**src/rtl/pll_lock_sequencer.sv**
```systemverilog
// PLL start-up supervisor in the 12 MHz reference domain: pulses PLL reset, waits for a
// stable lock within a timeout, then releases the TDC core reset; re-runs on lock loss.
module pll_lock_sequencer #(
    parameter int RESET_CYCLES  = 12,
    parameter int LOCK_TIMEOUT  = 1200,
    parameter int STABLE_CYCLES = 120,
    parameter int MAX_RETRIES   = 3,
    parameter int CNT_W         = 8
) (
    input  logic             clk_12m,
    input  logic             rst_n,
    input  logic             pll_locked,
    output logic             pll_resetb,
    output logic             core_rst_n,
    output logic             ready,
    output logic             fault,
    output logic [CNT_W-1:0] retry_count,
    output logic [CNT_W-1:0] lock_loss_count,
    output logic [2:0]       state_dbg
);

    localparam int RST_W = $clog2(RESET_CYCLES) + 1;
    localparam int TMO_W = $clog2(LOCK_TIMEOUT) + 1;
    localparam int STB_W = $clog2(STABLE_CYCLES) + 1;

    localparam logic [RST_W-1:0] RST_LAST  = RST_W'(RESET_CYCLES - 1);
    localparam logic [TMO_W-1:0] TMO_LAST  = TMO_W'(LOCK_TIMEOUT - 1);
    localparam logic [STB_W-1:0] STB_LAST  = STB_W'(STABLE_CYCLES - 1);
    localparam logic [CNT_W-1:0] RETRY_MAX = CNT_W'(MAX_RETRIES);
    localparam logic [CNT_W-1:0] CNT_MAX   = {CNT_W{1'b1}};

    typedef enum logic [2:0] {
        S_RESET     = 3'd0,
        S_WAIT_LOCK = 3'd1,
        S_STABLE    = 3'd2,
        S_RUN       = 3'd3,
        S_FAULT     = 3'd4
    } state_t;

    state_t             state_q, state_d;
    logic [1:0]         sync_q, sync_d;
    logic [RST_W-1:0]   rst_cnt_q, rst_cnt_d;
    logic [TMO_W-1:0]   tmo_q, tmo_d;
    logic [STB_W-1:0]   stb_q, stb_d;
    logic [CNT_W-1:0]   retry_q, retry_d;
    logic [CNT_W-1:0]   loss_q, loss_d;
    logic [CNT_W-1:0]   retry_inc;
    logic               pll_resetb_q, pll_resetb_d;
    logic               core_rst_n_q, core_rst_n_d;
    logic               ready_q, ready_d;
    logic               fault_q, fault_d;
    logic               lock_s;

    assign lock_s = sync_q[1];

    always_comb begin
        state_d   = state_q;
        sync_d    = {sync_q[0], pll_locked};
        rst_cnt_d = '0;
        tmo_d     = '0;
        stb_d     = '0;
        retry_d   = retry_q;
        loss_d    = loss_q;
        retry_inc = (retry_q == CNT_MAX) ? retry_q : retry_q + 1'b1;

        case (state_q)
            S_RESET: begin
                if (rst_cnt_q == RST_LAST) begin
                    state_d = S_WAIT_LOCK;
                end else begin
                    rst_cnt_d = rst_cnt_q + 1'b1;
                end
            end
            S_WAIT_LOCK, S_STABLE: begin
                // The timeout spans both states and takes priority over stability completion.
                tmo_d = tmo_q + 1'b1;
                if (tmo_q == TMO_LAST) begin
                    retry_d = retry_inc;
                    state_d = (retry_inc == RETRY_MAX) ? S_FAULT : S_RESET;
                end else if (state_q == S_WAIT_LOCK) begin
                    if (lock_s) begin
                        state_d = S_STABLE;
                    end
                end else if (!lock_s) begin
                    state_d = S_WAIT_LOCK;
                end else if (stb_q == STB_LAST) begin
                    state_d = S_RUN;
                    retry_d = '0;
                end else begin
                    stb_d = stb_q + 1'b1;
                end
            end
            S_RUN: begin
                if (!lock_s) begin
                    state_d = S_RESET;
                    loss_d  = (loss_q == CNT_MAX) ? loss_q : loss_q + 1'b1;
                end
            end
            S_FAULT: begin
                state_d = S_FAULT;
            end
            default: begin
                state_d = S_RESET;
            end
        endcase

        // Outputs are decoded from the next state so they change on the same edge as the state.
        pll_resetb_d = state_d inside {S_WAIT_LOCK, S_STABLE, S_RUN};
        core_rst_n_d = (state_d == S_RUN);
        ready_d      = (state_d == S_RUN);
        fault_d      = (state_d == S_FAULT);
    end

    always_ff @(posedge clk_12m) begin
        if (!rst_n) begin
            state_q      <= S_RESET;
            sync_q       <= '0;
            rst_cnt_q    <= '0;
            tmo_q        <= '0;
            stb_q        <= '0;
            retry_q      <= '0;
            loss_q       <= '0;
            pll_resetb_q <= 1'b0;
            core_rst_n_q <= 1'b0;
            ready_q      <= 1'b0;
            fault_q      <= 1'b0;
        end else begin
            state_q      <= state_d;
            sync_q       <= sync_d;
            rst_cnt_q    <= rst_cnt_d;
            tmo_q        <= tmo_d;
            stb_q        <= stb_d;
            retry_q      <= retry_d;
            loss_q       <= loss_d;
            pll_resetb_q <= pll_resetb_d;
            core_rst_n_q <= core_rst_n_d;
            ready_q      <= ready_d;
            fault_q      <= fault_d;
        end
    end

    assign pll_resetb      = pll_resetb_q;
    assign core_rst_n      = core_rst_n_q;
    assign ready           = ready_q;
    assign fault           = fault_q;
    assign retry_count     = retry_q;
    assign lock_loss_count = loss_q;
    assign state_dbg       = state_q;

endmodule

```
**config.mk**
```make
export PLATFORM = sky130hd
export DESIGN_NAME = pll_lock_sequencer
export DESIGN_NICKNAME = d
export VERILOG_FILES = /design/src/rtl/pll_lock_sequencer.sv
export SDC_FILE = /design/constraint.sdc
export NUM_CORES = 1
export LEC_CHECK = 0
export ABC_AREA = 1
export BUFFER_PORTS_ARGS = -buffer_cell sky130_fd_sc_hd__buf_4
export CAP_MARGIN = 40
export CORE_AREA = 4 4 71 73
export DETAILED_ROUTE_END_ITERATION = 7
export DIE_AREA = 0 0 75 77
export PLACE_DENSITY = 0.73
export SYNTH_ARGS = -nofsm -noshare
export SYNTH_HDL_FRONTEND = slang
export SYNTH_SLANG_ARGS = --single-unit
```
**constraint.sdc**
```tcl
create_clock -name clk_12m -period 3 [get_ports clk_12m]
set_input_delay 0 -clock clk_12m [delete_from_list [all_inputs] [get_ports clk_12m]]
set_output_delay 0 -clock clk_12m [all_outputs]
set_load 0.02 [all_outputs]
```
==> summary.txt <==
Final layout
  – Most common cell after layout, fill and taps aside: nand2_1
  – Area grow syn2layout: 16.38%
  – Non-Filler Instances: 407
  – ANT cells: 0
  – # nets final: 362
  – Layout cells sized above 1: 17.75%
  – Most frequent cells in the layout: nand2_1, dfxtp_1, nor2_1
  – Final core utilization: 62.67%

Clock tree
  – CTS H-tree lvls: 2
  – Number of buffers created by CTS: 5
  – Clock Root Buffer: clkbuf_8
  – CTS tree: done
  – CTS clock-pin slew for the worst setup and hold paths: 0.09 ns
  – Post-cts resize count: 0
  – Max clock buf depth: 2
  – Clock latency on the worst-skew pair: 0.30 ns
  – # clock sinks: 49

Synthesis
  – Ys async rst share: 0%
  – Sequential fraction of the synthesis area: 41.84%
  – #FFs+latches synth: 49
  – Post-Synthesis Net Count: 330
  – Primary FF master, synth: dfxtp_1
  – Post-synthesis cell type count: 32
  – Mean post-synth cell area: 7.282 µm²
  – Synth Warn #: 0
  – Gate Count Post-Synth: 322
  – Synth top area share: 41.84%
  – Cell Area, Synth: 2345 µm²
  – Yosys top cell by area: dfxtp_1
  – Post-synth EDFFs: 0
  – Area contributors post-synth: dfxtp_1, nand2_1, nor2_1

Detailed routing
  – WL/cell: 11.07 µm
  – DRC: 0
  – TritonRoute pass-1 iters: 4
  – Routed Antenna Nets: 0
  – Vias per cell: 5.069
  – DR vias: 2063
  – Initial detailed-routing violation count: 79
  – Final wirelength: 4506 µm

STA
  – Max Slew Vio Count: 0
  – Fmax: 0.5758 GHz
  – Skew final: 0.003154 ns
  – Final Cycle Share: 57.89%
  – Slew headroom: 74.97%
  – RSZ-0062 raised after global routing: false
  – Worst slew pin tran: 0.3720 ns
  – Clock period minus final worst setup slack: 1.737 ns
  – Final hold viol count: 0
  – Endpoints failing setup: 0
  – Setup TNS: 0 ns
  – PnR worst setup slack: 1.263 ns

Worst setup path
  – R2R cell count: 12
  – WS Path Type: reg2reg
  – R2R Path Start: retry_count[0]$_SDFFE_PN0P_
  – Slowest-stage cell, CP: dfxtp_1
  – Crit end category: flop
  – CP Capture Point: fault$_SDFF_PN0_
  – Reg-to-Reg End: fault$_SDFF_PN0_
  – CP arrival: 1.92 ns
  – CP peak stage delay: 0.47 ns
  – Kind of launch point of the worst setup path: flop
  – Critical path peak fanout: 7
  – Worst R2R Setup Slack: 1.26 ns
  – Crit-path cells: ha_1, inv_1, nor2_4, nand2_4, nand2_1, nand2_1, o21ai_1, nor2_1, nand2_1, nand2_1, nand2_1, nor2_1
  – Critical Path RT: 3.18 ns
  – CP startpoint: retry_count[0]$_SDFFE_PN0P_
  – Cell mode on critical path: nand2_1

Floorplan
  – Rows: 24
  – Die footprint: 5775 µm²
  – Core Box Area: 4354 µm²
  – Chip width: 75 µm
  – Initial core utilization: 53.85%
  – Io pins: 26
  – Die height: 77 µm

Pwr
  – Peak VDD IR: 324.4 µV
  – Total Power: 0.001164 W
  – Leakage: 1.124 nW
  – Pwr Density: 426.5 nW/µm²

Global route
  – First-pass GRT wire length: 8273 µm
  – Largest net degree at the start of global routing: 18
  – Total Routing Usage GR: 17.70%
  – Antenna violations before repair: 0
  – Total global routing overflow: 0
  – Number of global-route vias before repair: 1913

Placed design
  – Placer Congestion: 0.8765
  – Placed Cells: 396
  – Dpl ws: 1.318 ns
  – I/O Buffers: 25
  – HPWL Detailed: 3324 µm

Run
  – Max Cap Viol: 0

Min path
  – HP Class: reg2reg

Status
  – Outcome: complete, no violations
==> stage by stage <==
step	instance area (µm²)	hold slack, ns
after global routing	2729	0.4319
final	2729	0.4149
after floorplan	2345	0.09763
after global placement	2582	0.1814
after detailed placement	2582	0.1869
after CTS	2729	0.4161
==> what timing repair did <==
action                                 in CTS  in global routing
endpoints found under the hold margin       7                  0
setup buffers                               0                  0
hold buffers                                3                  0
==> flip-flops by register name, indices dropped and copies added, names as in the netlist <==
| signal | count |
|---|---|
| state_dbg | 3 |
| lock_loss_count | 8 |
| pll_resetb | 1 |
| ready | 1 |
| fault | 1 |
| rst_cnt_q | 5 |
| stb_q | 8 |
| sync_q | 2 |
| retry_count | 8 |
| tmo_q | 12 |
==> where the power goes <==
group / leakage [nW] / internal (W) / switching (W)
clock: 0.0585 / 0.000272 / 0.000214
combinational: 0.670 / 0.00000888 / 0.0000121
sequential: 0.396 / 0.000654 / 0.00000290
==> layer usage <==
metal  vias up  global-route usage, %  routed length, µm
met3         7                  4.183                181
li1       1099                      -                  -
met2        37                  28.22               2105
met1       920                  22.81               2147
met5         -                      0                  0
met4         0                  6.406                 71
==> worst max-delay path: cells and delay by family (launching register included) <==
| kind | cells | cell delay [ns] |
|---|---|---|
| AOI/OAI and AO/OA | 1 | 0.14 |
| adders and majority gates | 1 | 0.24 |
| buffers and inverters | 1 | 0.09 |
| DFF | 1 | 0.47 |
| and+or+nand+nor | 9 | 0.67 |
==> kinds of logic (layout without fill, tap and decap cells) <==
family / after synthesis / count (layout) / share of synthesized area [%]
simple gates: 175 / 175 / 36.50
flops: 49 / 49 / 41.84
buf+inv: 45 / 78 / 7.365
compound gates: 40 / 40 / 8.645
xor+xnor: 8 / 8 / 2.988
fa+ha+maj: 5 / 5 / 2.668
==> worst min-delay path by stage <==
stage | from | slack (ns) | cells past startpoint | to
3_5_place_dp | pll_locked | 0.19 | 3 | sync_q[0]$_SDFF_PN0_
3_3_place_gp | pll_locked | 0.18 | 3 | sync_q[0]$_SDFF_PN0_
6_report | sync_q[0]$_SDFF_PN0_ | 0.41 | 2 | sync_q[1]$_SDFF_PN0_
5_1_grt | sync_q[0]$_SDFF_PN0_ | 0.43 | 2 | sync_q[1]$_SDFF_PN0_
4_1_cts | sync_q[0]$_SDFF_PN0_ | 0.42 | 2 | sync_q[1]$_SDFF_PN0_
2_1_floorplan | pll_locked | 0.1 | 2 | sync_q[0]$_SDFF_PN0_
==> Yosys cell counts (4+ instances only) <==
cell     count
a21oi_1     24
dfxtp_1     49
ha_1         5
inv_1       32
inv_2       10
nand2_1     63
nand2_2      4
nand3_1     31
nor2_1      42
nor2_2       4
nor3_1       7
o21ai_0     12
xor2_1       6
==> final cells by class <==
cell class	count	area, µm²
tap	52	65.06
fill	395	1625
inverter	42	157.7
timing repair buffer	28	217.7
sequential	49	980.9
multi-input combinational	228	1191
clock inverter	1	30.03
clock buffer	7	86.33
Note: power is estimated with default switching activity, not from simulation.
